[config.mk]
export PLATFORM = sky130hd
export DESIGN_NAME = dec_stage_flat
export DESIGN_NICKNAME = d
export VERILOG_FILES = /design/src/rtl/dec_pkg.sv /design/src/rtl/dec_if.sv /design/src/rtl/dec_regfile.sv /design/src/rtl/dec_stage.sv /design/src/flat_wrapper.sv
export SDC_FILE = /design/constraint.sdc
export NUM_CORES = 2
export LEC_CHECK = 0
export CORE_MARGIN = 2
export CORE_UTILIZATION = 60
export CTS_CLUSTER_SIZE = 12
export DETAILED_ROUTE_END_ITERATION = 10
export HOLD_SLACK_MARGIN = 0.06
export PLACE_DENSITY_LB_ADDON = 0.2
export SYNTH_ARGS = -nofsm -noshare
export SYNTH_HDL_FRONTEND = slang
export SYNTH_SLANG_ARGS = --single-unit
export TNS_END_PERCENT = 1
[constraint.sdc]
create_clock -name Clk -period 2.5 [get_ports Clk]
set_input_delay 0.25 -clock Clk [delete_from_list [all_inputs] [get_ports Clk]]
set_output_delay 0.25 -clock Clk [all_outputs]
set_load 0.01 [all_outputs]
[src/rtl/dec_pkg.sv]
// Shared definitions for the decode stage: widths, instruction field
// positions, immediate-extension encodings and the extender function.
package dec_pkg;

    localparam int DATA_W  = 32;
    localparam int REG_CNT = 32;
    localparam int ADDR_W  = 5;

    // Instruction field positions
    localparam int OPC_MSB = 31;
    localparam int OPC_LSB = 26;
    localparam int RS_MSB  = 25;
    localparam int RS_LSB  = 21;
    localparam int RT_MSB  = 20;
    localparam int RT_LSB  = 16;
    localparam int RD_MSB  = 15;
    localparam int RD_LSB  = 11;
    localparam int IMM_MSB = 15;
    localparam int IMM_LSB = 0;

    localparam logic [DATA_W-1:0] NOP_INSTR = 32'h0;

    typedef enum logic [1:0] {
        IMM_ZERO = 2'b00,   // {16'b0, imm}
        IMM_SIGN = 2'b01,   // sign-extended imm
        IMM_HI   = 2'b10,   // imm placed in the upper half
        IMM_BR   = 2'b11    // sign-extended imm, word offset (<<2)
    } imm_ext_e;

    function automatic logic [DATA_W-1:0] extend_imm(input logic [15:0] imm,
                                                     input imm_ext_e    mode);
        logic [DATA_W-1:0] res;
        case (mode)
            IMM_ZERO: res = {16'b0, imm};
            IMM_SIGN: res = {{16{imm[15]}}, imm};
            IMM_HI:   res = {imm, 16'b0};
            default:  res = {{14{imm[15]}}, imm, 2'b00};
        endcase
        return res;
    endfunction

endpackage

[src/rtl/dec_if.sv]
// Fetch/write-back facing signal bundle of the decode stage.
// master = driver of instruction, control and write-back; slave = dec_stage.
interface dec_if;
    import dec_pkg::*;

    logic [DATA_W-1:0] Instr;
    logic              Instr_valid;
    logic              Stall;
    logic              Flush;
    logic              RF_B_sel;
    logic [1:0]        ImmExt;
    logic              RF_WrEn;
    logic [ADDR_W-1:0] RF_WrAddr;
    logic [DATA_W-1:0] RF_WrData;
    logic [DATA_W-1:0] RF_A;
    logic [DATA_W-1:0] RF_B;
    logic [DATA_W-1:0] Immed;
    logic [ADDR_W-1:0] Dest;
    logic [5:0]        Opcode;
    logic              Out_valid;

    modport master (
        output Instr, Instr_valid, Stall, Flush, RF_B_sel, ImmExt,
               RF_WrEn, RF_WrAddr, RF_WrData,
        input  RF_A, RF_B, Immed, Dest, Opcode, Out_valid
    );

    modport slave (
        input  Instr, Instr_valid, Stall, Flush, RF_B_sel, ImmExt,
               RF_WrEn, RF_WrAddr, RF_WrData,
        output RF_A, RF_B, Immed, Dest, Opcode, Out_valid
    );

endinterface

[src/rtl/dec_regfile.sv]
// 32x32 register file: two combinational read ports, one write port,
// r0 hardwired to zero, cleared by the asynchronous active-low reset.
// Optional macro DEC_BYPASS_EN: a same-edge write to a nonzero read index
// is forwarded to that read port (write-first); otherwise read-first.
module dec_regfile
    import dec_pkg::*;
(
    input  logic              Clk,
    input  logic              Reset,
    input  logic [ADDR_W-1:0] ra_addr_i,
    input  logic [ADDR_W-1:0] rb_addr_i,
    output logic [DATA_W-1:0] ra_data_o,
    output logic [DATA_W-1:0] rb_data_o,
    input  logic              wr_en_i,
    input  logic [ADDR_W-1:0] wr_addr_i,
    input  logic [DATA_W-1:0] wr_data_i
);

    logic [DATA_W-1:0]  mem_q [REG_CNT];
    logic [REG_CNT-1:0] wr_sel;

    // One-hot write select; entry 0 is never selected so r0 stays zero.
    for (genvar gi = 0; gi < REG_CNT; gi++) begin : g_wr_sel
        if (gi == 0) begin : g_r0
            assign wr_sel[gi] = 1'b0;
        end else begin : g_rn
            assign wr_sel[gi] = wr_en_i && (wr_addr_i == ADDR_W'(gi));
        end
    end

    // Register storage: cleared on reset, selected entry written each edge.
    always_ff @(posedge Clk or negedge Reset) begin
        if (!Reset) begin
            for (int i = 0; i < REG_CNT; i++) mem_q[i] <= '0;
        end else begin
            for (int i = 0; i < REG_CNT; i++)
                if (wr_sel[i]) mem_q[i] <= wr_data_i;
        end
    end

    // Read ports, with same-cycle forwarding when bypass is built in.
    always_comb begin
        ra_data_o = mem_q[ra_addr_i];
        rb_data_o = mem_q[rb_addr_i];
`ifdef DEC_BYPASS_EN
        if (wr_en_i && (wr_addr_i == ra_addr_i) && (ra_addr_i != '0))
            ra_data_o = wr_data_i;
        if (wr_en_i && (wr_addr_i == rb_addr_i) && (rb_addr_i != '0))
            rb_data_o = wr_data_i;
`endif
    end

endmodule

[src/rtl/dec_stage.sv]
// Decode stage: field decode, immediate extension, operand read and the
// output pipeline register with stall (hold) and flush (bubble) control.
// Optional macro DEC_BYPASS_EN selects write-first operand reads.
module dec_stage
    import dec_pkg::*;
(
    input  logic Clk,
    input  logic Reset,
    dec_if.slave bus
);

    logic [DATA_W-1:0] a_q,   a_d;
    logic [DATA_W-1:0] b_q,   b_d;
    logic [DATA_W-1:0] imm_q, imm_d;
    logic [ADDR_W-1:0] dest_q, dest_d;
    logic [5:0]        opc_q,  opc_d;
    logic              vld_q,  vld_d;
    // Source indices of the instruction currently held, for stall re-reads.
    logic [ADDR_W-1:0] rs_q,  rs_d;
    logic [ADDR_W-1:0] rb_q,  rb_d;

    logic [DATA_W-1:0] word;
    logic              hold;
    logic [ADDR_W-1:0] rs_new, rb_new, ra_addr, rb_addr;
    logic [DATA_W-1:0] ra_data, rb_data;

    // A flush decodes a NOP as an invalid instruction, giving an all-zero
    // bubble; flush overrides stall.
    always_comb begin
        word    = bus.Flush ? NOP_INSTR : bus.Instr;
        hold    = bus.Stall && !bus.Flush;
        rs_new  = word[RS_MSB:RS_LSB];
        rb_new  = bus.RF_B_sel ? word[RD_MSB:RD_LSB] : word[RT_MSB:RT_LSB];
        ra_addr = hold ? rs_q : rs_new;
        rb_addr = hold ? rb_q : rb_new;
    end

    dec_regfile u_regfile (
        .Clk       (Clk),
        .Reset     (Reset),
        .ra_addr_i (ra_addr),
        .rb_addr_i (rb_addr),
        .ra_data_o (ra_data),
        .rb_data_o (rb_data),
        .wr_en_i   (bus.RF_WrEn),
        .wr_addr_i (bus.RF_WrAddr),
        .wr_data_i (bus.RF_WrData)
    );

    // Next-state of the output register: stall keeps the decoded fields but
    // refreshes the operands; otherwise capture the (possibly NOP) word.
    always_comb begin
        a_d    = ra_data;
        b_d    = rb_data;
        imm_d  = imm_q;
        dest_d = dest_q;
        opc_d  = opc_q;
        vld_d  = vld_q;
        rs_d   = rs_q;
        rb_d   = rb_q;
        if (!hold) begin
            imm_d  = extend_imm(word[IMM_MSB:IMM_LSB], imm_ext_e'(bus.ImmExt));
            dest_d = word[RT_MSB:RT_LSB];
            opc_d  = word[OPC_MSB:OPC_LSB];
            vld_d  = bus.Instr_valid && !bus.Flush;
            rs_d   = rs_new;
            rb_d   = rb_new;
        end
    end

    // Output pipeline register.
    always_ff @(posedge Clk or negedge Reset) begin
        if (!Reset) begin
            a_q    <= '0;
            b_q    <= '0;
            imm_q  <= '0;
            dest_q <= '0;
            opc_q  <= '0;
            vld_q  <= 1'b0;
            rs_q   <= '0;
            rb_q   <= '0;
        end else begin
            a_q    <= a_d;
            b_q    <= b_d;
            imm_q  <= imm_d;
            dest_q <= dest_d;
            opc_q  <= opc_d;
            vld_q  <= vld_d;
            rs_q   <= rs_d;
            rb_q   <= rb_d;
        end
    end

    assign bus.RF_A      = a_q;
    assign bus.RF_B      = b_q;
    assign bus.Immed     = imm_q;
    assign bus.Dest      = dest_q;
    assign bus.Opcode    = opc_q;
    assign bus.Out_valid = vld_q;

endmodule

[src/flat_wrapper.sv]
// flat-port wrapper written by rule: the top's interface ports become plain ports
module dec_stage_flat import dec_pkg::*;
  (Clk, Reset, bus_Instr, bus_Instr_valid, bus_Stall, bus_Flush, bus_RF_B_sel, bus_ImmExt, bus_RF_WrEn, bus_RF_WrAddr, bus_RF_WrData, bus_RF_A, bus_RF_B, bus_Immed, bus_Dest, bus_Opcode, bus_Out_valid);
  dec_if bus_i ();
  input  logic Clk;
  input  logic Reset;
  input wire logic [$bits(bus_i.Instr)-1:0] bus_Instr;
  input wire logic [$bits(bus_i.Instr_valid)-1:0] bus_Instr_valid;
  input wire logic [$bits(bus_i.Stall)-1:0] bus_Stall;
  input wire logic [$bits(bus_i.Flush)-1:0] bus_Flush;
  input wire logic [$bits(bus_i.RF_B_sel)-1:0] bus_RF_B_sel;
  input wire logic [$bits(bus_i.ImmExt)-1:0] bus_ImmExt;
  input wire logic [$bits(bus_i.RF_WrEn)-1:0] bus_RF_WrEn;
  input wire logic [$bits(bus_i.RF_WrAddr)-1:0] bus_RF_WrAddr;
  input wire logic [$bits(bus_i.RF_WrData)-1:0] bus_RF_WrData;
  output wire logic [$bits(bus_i.RF_A)-1:0] bus_RF_A;
  output wire logic [$bits(bus_i.RF_B)-1:0] bus_RF_B;
  output wire logic [$bits(bus_i.Immed)-1:0] bus_Immed;
  output wire logic [$bits(bus_i.Dest)-1:0] bus_Dest;
  output wire logic [$bits(bus_i.Opcode)-1:0] bus_Opcode;
  output wire logic [$bits(bus_i.Out_valid)-1:0] bus_Out_valid;
  assign bus_i.Instr = bus_Instr;
  assign bus_i.Instr_valid = bus_Instr_valid;
  assign bus_i.Stall = bus_Stall;
  assign bus_i.Flush = bus_Flush;
  assign bus_i.RF_B_sel = bus_RF_B_sel;
  assign bus_i.ImmExt = bus_ImmExt;
  assign bus_i.RF_WrEn = bus_RF_WrEn;
  assign bus_i.RF_WrAddr = bus_RF_WrAddr;
  assign bus_i.RF_WrData = bus_RF_WrData;
  assign bus_RF_A = bus_i.RF_A;
  assign bus_RF_B = bus_i.RF_B;
  assign bus_Immed = bus_i.Immed;
  assign bus_Dest = bus_i.Dest;
  assign bus_Opcode = bus_i.Opcode;
  assign bus_Out_valid = bus_i.Out_valid;
  dec_stage u_core (.Clk(Clk), .Reset(Reset), .bus(bus_i));
endmodule
==> results.txt <==
The worst-case IR drop observed on VDD is 639 uV. The area of the mapped netlist was 0.0572 mm2; the number of enable flip-flop cells after synthesis was 0. The logs give 6600 for the post-route non-filler standard cell count and 5001 for the post-synthesis net count. A synthesized cell averages 11.6 um2. The number of standard-cell rows in the floorplan is 113.

For the worst setup skew after layout, the log shows 0.0301 ns. The worst setup path is of the reg -> reg kind. The floorplan step set the die height to 313 um.

The top-area cell type share of the netlist area came out at 0.486. The run gives 0.380 as the total track usage. For the clock latency on the worst-skew pair, the log shows 0.72 ns.

The final reports fail on negative setup slack. After legalization and detailed placement, the total HPWL measured 120 mm. The tools report the cell count after synthesis as 4923. The CTS clock-pin slew for the worst setup and hold paths works out to 0.06 ns.

The tools report the critical path capture point type as a flop. The switching share of total power works out to 0.289. Yosys attributes the largest share of cell area to sky130_fd_sc_hd__dfrtp_1 (49%), sky130_fd_sc_hd__mux2_2 (20%), sky130_fd_sc_hd__mux4_2 (5.0%). The worst path in the final design needs a cycle of 2.54 ns, including I/O delays and setup. Entering global routing, the biggest net connects 90 pins. The final setup violation count is 2, and the count of buffers inserted at the top-level ports is 185.

For this run the aggregate overflow at the end of global routing stands at 0. The internal power of the cells totals 37.4 mW. Clock root buffer: sky130_fd_sc_hd__clkbuf_16.

The share of synthesized area occupied by flip-flops and latches was 0.486; the number of warnings reported in the yosys synthesis log was 0. The routed wirelength normalized by instance count works out to 28.6 um. Final critical-path share of the clock period: 1.02. The first detailed-routing pass took 5 iterations. The initial antenna violation count is 2.

For the worst setup path, the data arrival time is 3.13 ns. Across the run, the number of max-cap violations was 0. The logs give 0 for the final antenna diode count and 45400 for the number of global-route vias before repair. The buffer depth of the longest clock path is 3. The post-layout worst setup margin was -0.0443 ns; the layout net count was 5324.

The die covers 0.0978 mm2. Summed over all cells, the static leakage comes to 30.4 nW. Yosys mapped the design onto 55 distinct sky130hd cell types. For the sequential cell fraction of total power, the log shows 0.457. The worst setup path is launched from a flop. Clock tree synthesis inserted a total of 117 buffers.

The detailed-route vias per instance is 6.91, and the combinational cell fraction of total power is 0.214. The number of top-level pins was 186. The tools report the filler cell count in the final layout as 6433.

The effective utilization at floorplan was 0.604; the post-synthesis async set-or-reset flop share was 1.00. The fraction of final layout cells sized beyond drive strength 1 came out at 0.364. The flow ran to the end, but the final reports show violations. CTS saw 1110 sinks.

The headroom to the max-slew limit is 0.369. The run gives 15.2 mW as the power dissipated by switching net loads. Timing analysis after detailed placement gives a worst setup slack of -0.919 ns. The largest total area in the synthesized netlist belongs to sky130_fd_sc_hd__dfrtp_1. In the synthesized netlist the dominant register cell turns out to be sky130_fd_sc_hd__dfrtp_1. The power share of the clock group was 0.329. The slew of the pin with the lowest slew margin is 0.945 ns. For this run, design rule violations remaining after detail routing come to 0. The final RePlAce weighted congestion was 0.947; the count of H-tree levels built during CTS was 3.

Of all nets on the critical path, the largest fanout is 8. From synthesis to final layout, the design area changed by 20.4%. In this run the worst hold path is classified as in -> async. After detailed placement, the design holds a cell count of 6378.

Setup repair after global routing could not meet its margin everywhere. The number of endpoints with negative hold slack in the final report was 0. The tools report the maximum clock rate as 393 MHz. In this run the power density over the cells is 764 mW/mm2. The total of flip-flops plus latches after synthesis is 1110. The count of nets left with antenna violations once routing finished came out at 0.

The number of pins exceeding their max-slew limit in the final report was 0. TritonCTS built the clock tree. In this run, the number of DRC markers left after iteration 0 of detailed routing was 5905.

The required time of the critical path came out at 3.09 ns. The logs give 282 mm for the wire length of the first global-routing pass and 45600 for the routed via count. The region available for standard cell placement spans 0.0947 mm2.

Measured along the x axis, the die boundary spans 313 um. The final routed wirelength across all metal layers is 189 mm.
-- final cells by class --
cell class                 count  area [um2]  share of cell area
clock buffer                 181        3530              0.0513
clock inverter                27         248             0.00360
inverter                      10        57.6            0.000836
multi-input combinational   3298       27900               0.405
sequential                  1110       27800               0.403
tap                         1265        1580              0.0230
timing repair buffer         709        7740               0.113
-- metrics by stage --
stage	TNS [ns]	hold slack [ns]	cell area, um2	power (mW)	util
after CTS	-0.222	0.0999	68200	52.2	0.720
after global routing	-0.790	0.143	68800	54.6	0.727
after global placement	-33.16	0.253	64400	34.4	0.679
after floorplan	0	-0.0456	57200	30.6	-
after detailed placement	-32.86	0.258	64400	34.9	0.679
final	-0.0556	0.108	68800	52.6	0.727
-- cell families (layout without fill, tap and decap cells) --
logic type / count (synthesis) / after routing / share of synthesized area
muxes: 1395 / 1395 / 0.296
AOI/OAI and AO/OA: 1118 / 1118 / 0.125
DFF: 1110 / 1110 / 0.486
and+or+nand+nor: 785 / 785 / 0.0551
buffers and inverters: 515 / 927 / 0.0390
-- Yosys cell counts (all sizes together) (3+ instances only) --
cell type,number
a21oi,506
nor4,34
nor3,15
or3,4
a2111oi,63
dfrtp,1110
mux2i,206
mux4,128
o211ai,3
inv,8
o22ai,159
buf,219
o21ai,6
a22oi,296
a211o,33
nand3,5
nand4b,3
mux2,1061
a211oi,3
nand2,622
nor2,78
a221oi,37
nor2b,6
nand2b,9
a221o,3
clkbuf,286
-- path summary, 6_finish.rpt --
| kind | to | slack, ns | depth (start not counted) | start |
|---|---|---|---|---|
| max | u_core.bus.RF_A[17]$_DFF_PN0_ | -0.04 | 9 | u_core.rs_q[0]$_DFF_PN0_ |
| min in group Clk | u_core.bus.Immed[1]$_DFFE_PN0N_ | 0.13 | 3 | bus_Flush |
| min | u_core.u_regfile.mem_q[320]$_DFFE_PN0P_ | 0.11 | 2 | Reset |
| min reg2reg | u_core.bus.Immed[7]$_DFFE_PN0N_ | 0.48 | 2 | u_core.bus.Immed[7]$_DFFE_PN0N_ |
| max in group asynchronous | u_core.bus.RF_A[16]$_DFF_PN0_ | 1.41 | 4 | Reset |
| max reg2reg | u_core.bus.RF_A[17]$_DFF_PN0_ | -0.04 | 9 | u_core.rs_q[0]$_DFF_PN0_ |
-- worst max-delay path, stage by stage, from the launching register on --
cell	delay, ns
sky130_fd_sc_hd__dfrtp_1	0.38
sky130_fd_sc_hd__mux2i_1	0.13
sky130_fd_sc_hd__or2_4	0.14
sky130_fd_sc_hd__buf_6	0.18
sky130_fd_sc_hd__buf_12	0.17
sky130_fd_sc_hd__buf_12	0.15
sky130_fd_sc_hd__mux4_2	0.52
sky130_fd_sc_hd__a2111oi_2	0.41
sky130_fd_sc_hd__a22oi_1	0.16
sky130_fd_sc_hd__buf_4	0.17
-- what timing repair did --
action                     in CTS  in global routing
hold buffers                    1                  0
setup endpoints to repair      29                 58
buffers inserted                0                 10
pin swaps                       1                 14
resized for setup              35                 91
hold endpoints to repair      781                  0
gates cloned                    0                  4
-- power by group through the flow --
| stage | registers [mW] | logic [mW] | clock network, mW |
|---|---|---|---|
| after detailed placement | 24.1 | 10.8 | 0 |
| final | 24.0 | 11.2 | 17.3 |
| after floorplan | 23.4 | 7.17 | 0 |
| after CTS | 23.9 | 10.9 | 17.4 |
| after global placement | 24.0 | 10.5 | 0 |
| after global routing | 24.4 | 12.0 | 18.1 |
-- placed cells by master, fill, tap and decap left out, types with 66 or more instances in the layout --
cell                              netlist  layout
sky130_fd_sc_hd__dfrtp_1             1110    1110
sky130_fd_sc_hd__mux2_2               994     994
sky130_fd_sc_hd__nand2_1              621     599
sky130_fd_sc_hd__a21oi_1              506     505
sky130_fd_sc_hd__buf_4                 17     359
sky130_fd_sc_hd__a22oi_1              296     291
sky130_fd_sc_hd__mux2i_1              206     206
sky130_fd_sc_hd__clkdlybuf4s50_1        0     182
sky130_fd_sc_hd__o22ai_1              159     158
sky130_fd_sc_hd__buf_12                 0     141
sky130_fd_sc_hd__mux4_2               128     128
sky130_fd_sc_hd__clkbuf_16              0     123
sky130_fd_sc_hd__mux2_1                66      66
-- registers in the layout, summed over array words and instances (netlist names) --
name                    cells
u_core.u_regfile.mem_q    992
u_core.bus.Immed           32
u_core.bus.RF_A            32
u_core.bus.RF_B            32
u_core.bus.Opcode           6
u_core.bus.Dest             5
u_core.rb_q                 5
u_core.rs_q                 5
u_core.bus.Out_valid        1
-- metal layers --
layer,vias up,wire length [um],global-route usage
li1,18900,-,-
met1,23100,72000,0.508
met2,2929,85700,0.581
met3,731,19900,0.0882
met4,2,11400,0.204
met5,-,13,0
(Power assumes the default switching activity.)
